--- config.mk ---
export PLATFORM = sky130hd
export DESIGN_NAME = eth_tx_arbiter
export DESIGN_NICKNAME = d
export VERILOG_FILES = /design/src/rtl/eth_tx_arbiter.sv
export SDC_FILE = /design/constraint.sdc
export NUM_CORES = 1
export LEC_CHECK = 0
export CORE_MARGIN = 4
export CORE_UTILIZATION = 56
export DETAILED_ROUTE_END_ITERATION = 8
export GPL_ROUTABILITY_DRIVEN = 0
export PLACE_DENSITY = 0.84
export SKIP_LAST_GASP = 1
export SYNTH_ARGS = -nofsm -noshare
export SYNTH_HDL_FRONTEND = slang
export SYNTH_SLANG_ARGS = --single-unit
--- constraint.sdc ---
create_clock -name eth_txc -period 3 [get_ports eth_txc]
set_clock_uncertainty 0.1 [all_clocks]
set_input_delay 0.6 -clock eth_txc [delete_from_list [all_inputs] [get_ports eth_txc]]
set_output_delay 0.6 -clock eth_txc [all_outputs]
set_load 0.005 [all_outputs]
--- src/rtl/eth_tx_arbiter.sv ---
`default_nettype none
// ============================================================================
// Module   : eth_tx_arbiter
// Purpose  : Two-source round-robin transmit sequencer for the RGMII byte
//            path. Owns the wire for one frame at a time and emits:
//              preamble (0x55 x PREAMBLE_LEN), SFD (0xD5), the granted
//              source's frame bytes (FCS supplied by the source), then an
//              inter-frame gap of IFG_LEN idle cycles.
//            Frames longer than MAX_FRAME_LEN are cut at that length and
//            flagged with a one-cycle len_err pulse.
// Ports    : eth_txc        - transmit byte clock (rising edge)
//            rst_n          - asynchronous active-low reset
//            src_req[1:0]   - per-source complete-frame-ready level
//            src0/1_data    - per-source FWFT data byte
//            src_last[1:0]  - per-source "current byte is final" flag
//            src_rd[1:0]    - per-source byte consumed this cycle
//            grant[1:0]     - one-hot frame owner, 0 when idle
//            tx_databyte    - registered byte to the DDR stage
//            tx_databyte_en - registered byte valid to the DDR stage
//            busy           - FSM not in IDLE
//            len_err        - one-cycle pulse on length-limit termination
// Options  : ETH_TX_ARB_STATS_EN adds frame_cnt0/frame_cnt1 (16-bit,
//            wrapping) and err_cnt (8-bit, saturating) statistics outputs.
// Revision : 1.0 - initial release
// ============================================================================
module eth_tx_arbiter #(
  parameter int PREAMBLE_LEN  = 7,
  parameter int IFG_LEN       = 12,
  parameter int MAX_FRAME_LEN = 1518
) (
  input  logic       eth_txc,
  input  logic       rst_n,
  input  logic [1:0] src_req,
  input  logic [7:0] src0_data,
  input  logic [7:0] src1_data,
  input  logic [1:0] src_last,
  output logic [1:0] src_rd,
  output logic [1:0] grant,
  output logic [7:0] tx_databyte,
  output logic       tx_databyte_en,
  output logic       busy,
  output logic       len_err
`ifdef ETH_TX_ARB_STATS_EN
  ,
  output logic [15:0] frame_cnt0,
  output logic [15:0] frame_cnt1,
  output logic [7:0]  err_cnt
`endif
);

  localparam logic [2:0] c_ST_IDLE = 3'd0;
  localparam logic [2:0] c_ST_PRE  = 3'd1;
  localparam logic [2:0] c_ST_SFD  = 3'd2;
  localparam logic [2:0] c_ST_DATA = 3'd3;
  localparam logic [2:0] c_ST_IFG  = 3'd4;

  localparam logic [3:0]  c_PRE_LAST = 4'(PREAMBLE_LEN - 1);
  localparam logic [5:0]  c_IFG_LAST = 6'(IFG_LEN - 1);
  localparam logic [11:0] c_LEN_LAST = 12'(MAX_FRAME_LEN - 1);
  localparam logic [7:0]  c_PREAMBLE_BYTE = 8'h55;
  localparam logic [7:0]  c_SFD_BYTE      = 8'hD5;

  logic [2:0]  r_state;
  logic [1:0]  r_grant;
  logic        r_rr;          // index of the source granted most recently
  logic [3:0]  r_pre_cnt;
  logic [5:0]  r_ifg_cnt;
  logic [11:0] r_byte_cnt;
  logic [7:0]  r_tx_data;
  logic        r_tx_en;
  logic        r_len_err;

  logic        w_win;         // index of the arbitration winner
  logic [1:0]  w_win_onehot;
  logic [7:0]  w_src_byte;
  logic        w_last;
  logic        w_at_limit;
  logic        w_frame_end;

  // On a tie the source that did not own the previous frame wins.
  always_comb begin
    w_win = 1'b0;
    case (src_req)
      2'b10:   w_win = 1'b1;
      2'b11:   w_win = ~r_rr;
      default: w_win = 1'b0;
    endcase
  end

  assign w_win_onehot = w_win ? 2'b10 : 2'b01;
  assign w_src_byte   = r_grant[1] ? src1_data : src0_data;
  assign w_last       = |(src_last & r_grant);
  assign w_at_limit   = (r_byte_cnt == c_LEN_LAST);
  assign w_frame_end  = (r_state == c_ST_DATA) && (w_last || w_at_limit);

  // --------------------------------------------------------------------------
  // Sequencing FSM
  // --------------------------------------------------------------------------
  always_ff @(posedge eth_txc or negedge rst_n) begin
    if (!rst_n) begin
      r_state    <= c_ST_IDLE;
      r_grant    <= 2'b00;
      r_rr       <= 1'b1;
      r_pre_cnt  <= 4'd0;
      r_ifg_cnt  <= 6'd0;
      r_byte_cnt <= 12'd0;
      r_len_err  <= 1'b0;
    end else begin
      r_len_err <= 1'b0;
      case (r_state)
        c_ST_IDLE: begin
          if (|src_req) begin
            r_grant   <= w_win_onehot;
            r_rr      <= w_win;
            r_pre_cnt <= 4'd0;
            r_state   <= c_ST_PRE;
          end
        end
        c_ST_PRE: begin
          if (r_pre_cnt == c_PRE_LAST) begin
            r_state <= c_ST_SFD;
          end else begin
            r_pre_cnt <= r_pre_cnt + 4'd1;
          end
        end
        c_ST_SFD: begin
          r_byte_cnt <= 12'd0;
          r_state    <= c_ST_DATA;
        end
        c_ST_DATA: begin
          r_byte_cnt <= r_byte_cnt + 12'd1;
          if (w_last || w_at_limit) begin
            // The byte read this cycle is still sent; ownership is dropped
            // immediately so the source can flush any untransmitted tail.
            r_grant   <= 2'b00;
            r_ifg_cnt <= 6'd0;
            r_len_err <= ~w_last;
            r_state   <= c_ST_IFG;
          end
        end
        c_ST_IFG: begin
          if (r_ifg_cnt == c_IFG_LAST) begin
            r_state <= c_ST_IDLE;
          end else begin
            r_ifg_cnt <= r_ifg_cnt + 6'd1;
          end
        end
        default: begin
          r_state <= c_ST_IDLE;
          r_grant <= 2'b00;
        end
      endcase
    end
  end

  // --------------------------------------------------------------------------
  // Output byte register: one cycle behind the state that produces it, so the
  // source byte read in DATA appears on the wire the following cycle.
  // --------------------------------------------------------------------------
  always_ff @(posedge eth_txc or negedge rst_n) begin
    if (!rst_n) begin
      r_tx_data <= 8'h00;
      r_tx_en   <= 1'b0;
    end else begin
      case (r_state)
        c_ST_PRE: begin
          r_tx_data <= c_PREAMBLE_BYTE;
          r_tx_en   <= 1'b1;
        end
        c_ST_SFD: begin
          r_tx_data <= c_SFD_BYTE;
          r_tx_en   <= 1'b1;
        end
        c_ST_DATA: begin
          r_tx_data <= w_src_byte;
          r_tx_en   <= 1'b1;
        end
        default: begin
          r_tx_data <= 8'h00;
          r_tx_en   <= 1'b0;
        end
      endcase
    end
  end

  assign src_rd         = (r_state == c_ST_DATA) ? r_grant : 2'b00;
  assign grant          = r_grant;
  assign tx_databyte    = r_tx_data;
  assign tx_databyte_en = r_tx_en;
  assign busy           = (r_state != c_ST_IDLE);
  assign len_err        = r_len_err;

`ifdef ETH_TX_ARB_STATS_EN
  // --------------------------------------------------------------------------
  // Statistics: frame counters wrap, error counter saturates.
  // --------------------------------------------------------------------------
  logic [15:0] r_frame_cnt0;
  logic [15:0] r_frame_cnt1;
  logic [7:0]  r_err_cnt;

  always_ff @(posedge eth_txc or negedge rst_n) begin
    if (!rst_n) begin
      r_frame_cnt0 <= 16'd0;
      r_frame_cnt1 <= 16'd0;
      r_err_cnt    <= 8'd0;
    end else begin
      if (w_frame_end && r_grant[0]) begin
        r_frame_cnt0 <= r_frame_cnt0 + 16'd1;
      end
      if (w_frame_end && r_grant[1]) begin
        r_frame_cnt1 <= r_frame_cnt1 + 16'd1;
      end
      if (r_len_err && (r_err_cnt != 8'hFF)) begin
        r_err_cnt <= r_err_cnt + 8'd1;
      end
    end
  end

  assign frame_cnt0 = r_frame_cnt0;
  assign frame_cnt1 = r_frame_cnt1;
  assign err_cnt    = r_err_cnt;
`endif

endmodule
`default_nettype wire
==> results of run 1 <==
## worst max path at each step
stage,end,start,slack [ps]
floorplan,src_rd[0],r_state[0]$_DFFE_PN0P_,1190
global placement,src_rd[1],r_state[1]$_DFFE_PN0P_,740
detailed placement,src_rd[1],r_state[1]$_DFFE_PN0P_,700
CTS,src_rd[1],r_state[1]$_DFFE_PN0P_,310
global route,src_rd[1],r_state[1]$_DFFE_PN0P_,170
finish,src_rd[1],r_state[1]$_DFFE_PN0P_,300
## registers in the layout (all words and copies together) (netlist names)
signal,cells
r_pre_cnt,4
len_err,1
r_byte_cnt,12
grant,2
r_ifg_cnt,6
tx_databyte,8
r_rr,1
tx_databyte_en,1
r_state,3
## placed cells by master (no fill, tap or decap), types with 6 or more instances in the layout
master / n
nor2_1: 17
a31oi_1: 6
a21oi_1: 9
o21ai_0: 11
inv_1: 8
clkdlybuf4s50_1: 35
nand2_1: 16
dfrtp_1: 37
mux2i_1: 11
nand3_1: 12
## per-stage QoR
step / util / hold WS [ps] / setup WS, ps / instance area (sq um)
after global placement: 0.7059 / 358.5 / 744.6 / 2411
after detailed placement: 0.7059 / 364.7 / 697.0 / 2411
after floorplan: - / 204.4 / 1193 / 2039
after global routing: 0.7245 / 295.8 / 165.7 / 2475
final: 0.7245 / 235.0 / 304.3 / 2475
after CTS: 0.7245 / 262.7 / 308.6 / 2475
## power by group through the flow
stage	sequential [W]	combinational [W]	clock, W
after detailed placement	0.000531	0.0000621	0
after global routing	0.000522	0.0000660	0.000309
after CTS	0.000521	0.0000624	0.000286
after floorplan	0.000532	0.00000903	0
after global placement	0.000531	0.0000607	0
final	0.000521	0.0000606	0.000283
## cell type report
| type | count | share of cell area |
|---|---|---|
| Multi-Input combinational cell | 146 | 0.4029 |
| Sequential cell | 38 | 0.3847 |
| Timing Repair Buffer | 38 | 0.1496 |
| Tap cell | 46 | 0.02326 |
| Clock buffer | 6 | 0.02073 |
| Inverter | 9 | 0.01365 |
| Clock inverter | 2 | 0.005056 |
## synthesized netlist by cell type (4+ instances only)
master     n
inv_1      8
a31oi_1    6
nand2_1   16
and3_1     5
dfrtp_1   37
nor2_1    17
nand3_1   12
ha_1       5
o211ai_1   4
a21oi_1    9
nor3_1     5
o21ai_0   11
mux2i_1   11
## metal layers
metal / global-route usage / vias to the layer above
met3: 0.04926 / 9
li1: - / 817
met4: 0.09429 / 0
met5: 0 / -
met1: 0.2838 / 792
met2: 0.3069 / 70
## cells by family (layout without fill, tap and decap cells)
kind of cell,count (synthesis),count (layout),synth area share
multiplexers,11,11,0.05399
adder cells (fa/ha/maj),6,6,0.03558
flip-flops,38,38,0.4669
AND/OR/NAND/NOR,78,78,0.2233
AO/OA/AOI/OAI,48,48,0.1632
buffers and inverters,18,55,0.04417
XOR/XNOR,3,3,0.01289
==> impl_metrics.ini, run 1 <==
[placement]
portBuffers = 36
placed_cells = 277
hpwlAfterDp_mm = 3.257

[global_route]
antenna_found_initial = 0
grt_use_total = 0.2064
grt_pass1_wl_mm = 7.051
grt_pass1_vias = 1490
grt-ovfl-total = 0
grt_max_degree = 39

[worst_setup_path]
worstSetupEndpointType = output pin
slowest_stage = dfrtp_1
reg2regPathDepth = 5
r2r_start = r_state[0]$_DFFE_PN0P_
r2r_slack_ps = 820
max_stage_delay_ps = 670
crit_family = flip-flops
worstSetupPathDepth = 3
required_ps = 2300
cp_cell_sequence = and2b_2 -> and3_1 -> clkdlybuf4s50_1
cp_max_fo = 15
cp_data_arrival_time_ps = 2000
startpoint_type = flip-flop
crit_type = reg -> out
rr_endpoint = r_byte_cnt[11]$_DFFE_PN0P_
crit_buf_inv = 1

[pwr]
switching_share = 0.2263
p_sw_w = 0.0001957
p_int_w = 0.0006691
power_w = 0.0008648
power.share.clock = 0.327
power.density_mw_per_mm2 = 349.4
comb_power_share = 0.070
peakVddDrop_v = 0.0002576
seqPwrFrac = 0.603
p_leak_nw = 0.9982

[cells_and_area]
diodes = 0
layout-drive-gt1-share = 0.09205
syn_to_final_growth_pct = 21.35
layout.area.seq_sq_um = 952.2
filler_cell_count = 264
stdcell_count = 285
multi_input_area_sq_um = 997.2
fin_nets = 265

[hold_path]
hold_class = in -> async

[logic_synthesis]
synth_top_flop_cell = dfrtp_1
synth-edff-count = 0
synthDominantCellAreaShare = 0.4540
synth_area_leaders = dfrtp_1 (45%), mux2i_1 (5.4%), nor2_1 (3.1%)
async_flop_share = 1.000
synth_area_per_cell_sq_um = 10.10
synthDistinctLibCells = 54
postSynthCellCount = 202
synth_area_sq_mm = 0.002039
yosys_warnings = 0
yosysSeqAreaShare = 0.4669
synth-seq-cells = 38
syn-num-nets = 229
yosys.area.top_type = dfrtp_1

[clock_tree]
hold_buffers = 0
cts-buffers-inserted = 5
post-cts-setup-buffers = 0
cts_tree = done
clock-sinks = 38
clockBufferDepth = 2
clk_pin_slew_worst_paths_ps = 120
htreeDepth = 2
cts_repair_resize_count = 0
root_buffer = clkbuf_4
worstSkewPairLatency_ps = 350

[detailed_routing]
drtAntennaViolNets = 0
vias = 1688
drtPass1Iterations = 4
dr_wl_met2_mm = 1.859
wl_met3_microns = 394
wirelength_mm = 4.311
vias_per_cell = 5.923
wl_met1_mm = 1.956
wl_per_cell_microns = 15.13
drcViolationCount = 0
first_iter_violations = 111
routed.top_layer = met4

[timing]
timing.slew.headroom = 0.4591
finalSetupViolCount = 0
finalHoldViolations = 0
post-route-period-util = 0.8986
slew_violations = 0
tns_ps = 0
final.min_clock_period_ps = 2696
timing.fmax_ghz = 0.3710
rsz0062_at_grt = no
tightestPinTransition_ps = 811.3

[floorplan]
die_w_microns = 68.35
die_area_sq_mm = 0.004672
die_height_microns = 68.35
rows = 21
io_pins = 37
core_area_sq_mm = 0.003416
initial_utilization = 0.5971

[outcome]
status = finished clean

[run]
maxCapViolCount = 0
Note: power is estimated with default switching activity, not from simulation.
==> run 2, diff against run 1 <==
CORE_UTILIZATION = 30   (was 56)
GPL_TIMING_DRIVEN = 0   (was not set)
PLACE_DENSITY = not set   (was 0.84)
==> run 2 against run 1 <==
Effect of this change: clock power up 25%; via count shrank 0.53%; sequential cell count did not move; critical path depth grew 1; final cell count rose by 13%; design area up 4.2%; fmax fell by 4.8%; largest cell class unchanged; sequential power about the same; core utilization fell by 33 points.
==> impl_metrics.ini, run 2 (synthesis results as in run 1) <==
[detailed_routing]
drtAntennaViolNets = 0
vias_per_cell = 5.214
vias = 1679
drtPass1Iterations = 4
wirelength_mm = 4.653
wl_per_cell_microns = 14.45
drcViolationCount = 0
first_iter_violations = 93

[worst_setup_path]
required_ps = 2300
crit_buf_inv = 3
cp_data_arrival_time_ps = 2130
startpoint_type = flip-flop
worstSetupEndpointType = output pin
cp_cell_sequence = buf_4 -> nor3_1 -> inv_1 -> clkdlybuf4s50_1
max_stage_delay_ps = 610
crit_type = reg -> out
crit_family = buffers and inverters
slowest_stage = nor3_1
cp_max_fo = 10

[cells_and_area]
largest_reg_flops = 12
top_register = r_byte_cnt
diodes = 0
multi_input_area_sq_um = 997.2
final_common_cell = dfrtp_1
filler_cell_count = 651
fin_area_sq_mm = 0.002579
layout-drive-gt1-share = 0.1020
mostFrequentLayoutCells = dfrtp_1 (37), clkdlybuf4s50_1 (35), nor2_1 (17)
layout.area.seq_sq_um = 952.2
fin_nets = 271
finish.utilization = 0.3993
syn_to_final_growth_pct = 26.44

[global_route]
grt_max_degree = 39
grt_pass1_wl_mm = 8.197
use_met2 = 0.1829
grt_pass1_vias = 1704
grt_use_total = 0.1204
grt-ovfl-total = 0
antenna_found_initial = 0
use_met3 = 0.04250
met1_usage = 0.1623
top_usage_layer = met2

[pwr]
power.share.clock = 0.379
peakVddDrop_v = 0.0002206
p_int_w = 0.0007419
comb_power_share = 0.065
power.density_mw_per_mm2 = 363.4
p_sw_w = 0.0001952
power_w = 0.0009371
switching_share = 0.2083
seqPwrFrac = 0.556
p_leak_nw = 1.033

[timing]
finalHoldViolations = 0
slew_violations = 0
rsz0062_at_grt = no
final.min_clock_period_ps = 2831
finalSetupViolCount = 0
timing.fmax_ghz = 0.3532
timing.slew.headroom = 0.4436
post-route-period-util = 0.9437
tightestPinTransition_ps = 834.6
hold_ws_ps = 311.9
tns_ps = 0

[floorplan]
rows = 29
io_pins = 37
core_area_sq_mm = 0.006459
die_area_sq_mm = 0.008181
die_w_microns = 90.45
die_height_microns = 90.45
initial_utilization = 0.3158

[clock_tree]
clk_pin_slew_worst_paths_ps = 70
root_buffer = clkbuf_8
htreeDepth = 2
worstSkewPairLatency_ps = 290
cts-buffers-inserted = 5
cts_tree = done
post-cts-setup-buffers = 0
cts_repair_resize_count = 0
clock-sinks = 38
clockBufferDepth = 2

[placement]
hpwlAfterDp_mm = 3.436
portBuffers = 36
place_area_sq_mm = 0.002491

[outcome]
status = finished clean

[hold_path]
hold_class = in -> async

[run]
maxCapViolCount = 0
## run 2: final timing paths
path                                                 start                          to  cells after the start  slack, ps
worst max-delay path                r_state[2]$_DFFE_PN0P_                        busy                      4        170
worst min-delay path                                 rst_n    tx_databyte[7]$_DFF_PN0_                      1        310
worst max register to register      r_state[2]$_DFFE_PN0P_        grant[1]$_DFFE_PN0P_                      6        930
worst min register to register  r_byte_cnt[11]$_DFFE_PN0P_  r_byte_cnt[11]$_DFFE_PN0P_                      1        380
max in group asynchronous                            rst_n        grant[0]$_DFFE_PN0P_                      1       1960
min in group eth_txc            r_byte_cnt[11]$_DFFE_PN0P_  r_byte_cnt[11]$_DFFE_PN0P_                      1        380
## run 2: stage by stage
step	std cells	worst slack, ps
2_1_floorplan	202	1193
3_3_place_gp	315	243.3
3_5_place_dp	315	405.2
4_1_cts	323	90.49
5_1_grt	322	42.25
6_report	322	168.8
## run 2: power by group through the flow
stage          Combinational [W]  Sequential, W  Clock [W]
6_report               0.0000607       0.000521   0.000355
5_1_grt                0.0000677       0.000521   0.000385
4_1_cts                0.0000626       0.000521   0.000366
3_5_place_dp           0.0000623       0.000531          0
3_3_place_gp           0.0000623       0.000531          0
2_1_floorplan         0.00000903       0.000532          0
## run 2: per-layer routing
layer	share of wire	up-vias	wire, microns
met5	0	-	0
met3	0.075	0	349
met4	0	0	0
met2	0.43	48	1993
li1	-	823	-
met1	0.50	808	2310
## run 2: final cells by class
class,count,share of cell area
plain buffers,8,0.02038
repair buffers,36,0.1378
clock buffers,7,0.03348
multi-input cells,146,0.3867
well taps,77,0.03736
flip-flops and latches,38,0.3692
inverters,9,0.01310
clock inverters,1,0.001941
## run 2: repair_timing
action	CTS	global route
endpoints found under the hold margin	0	0
hold buffers	0	0
setup endpoints to repair	0	2
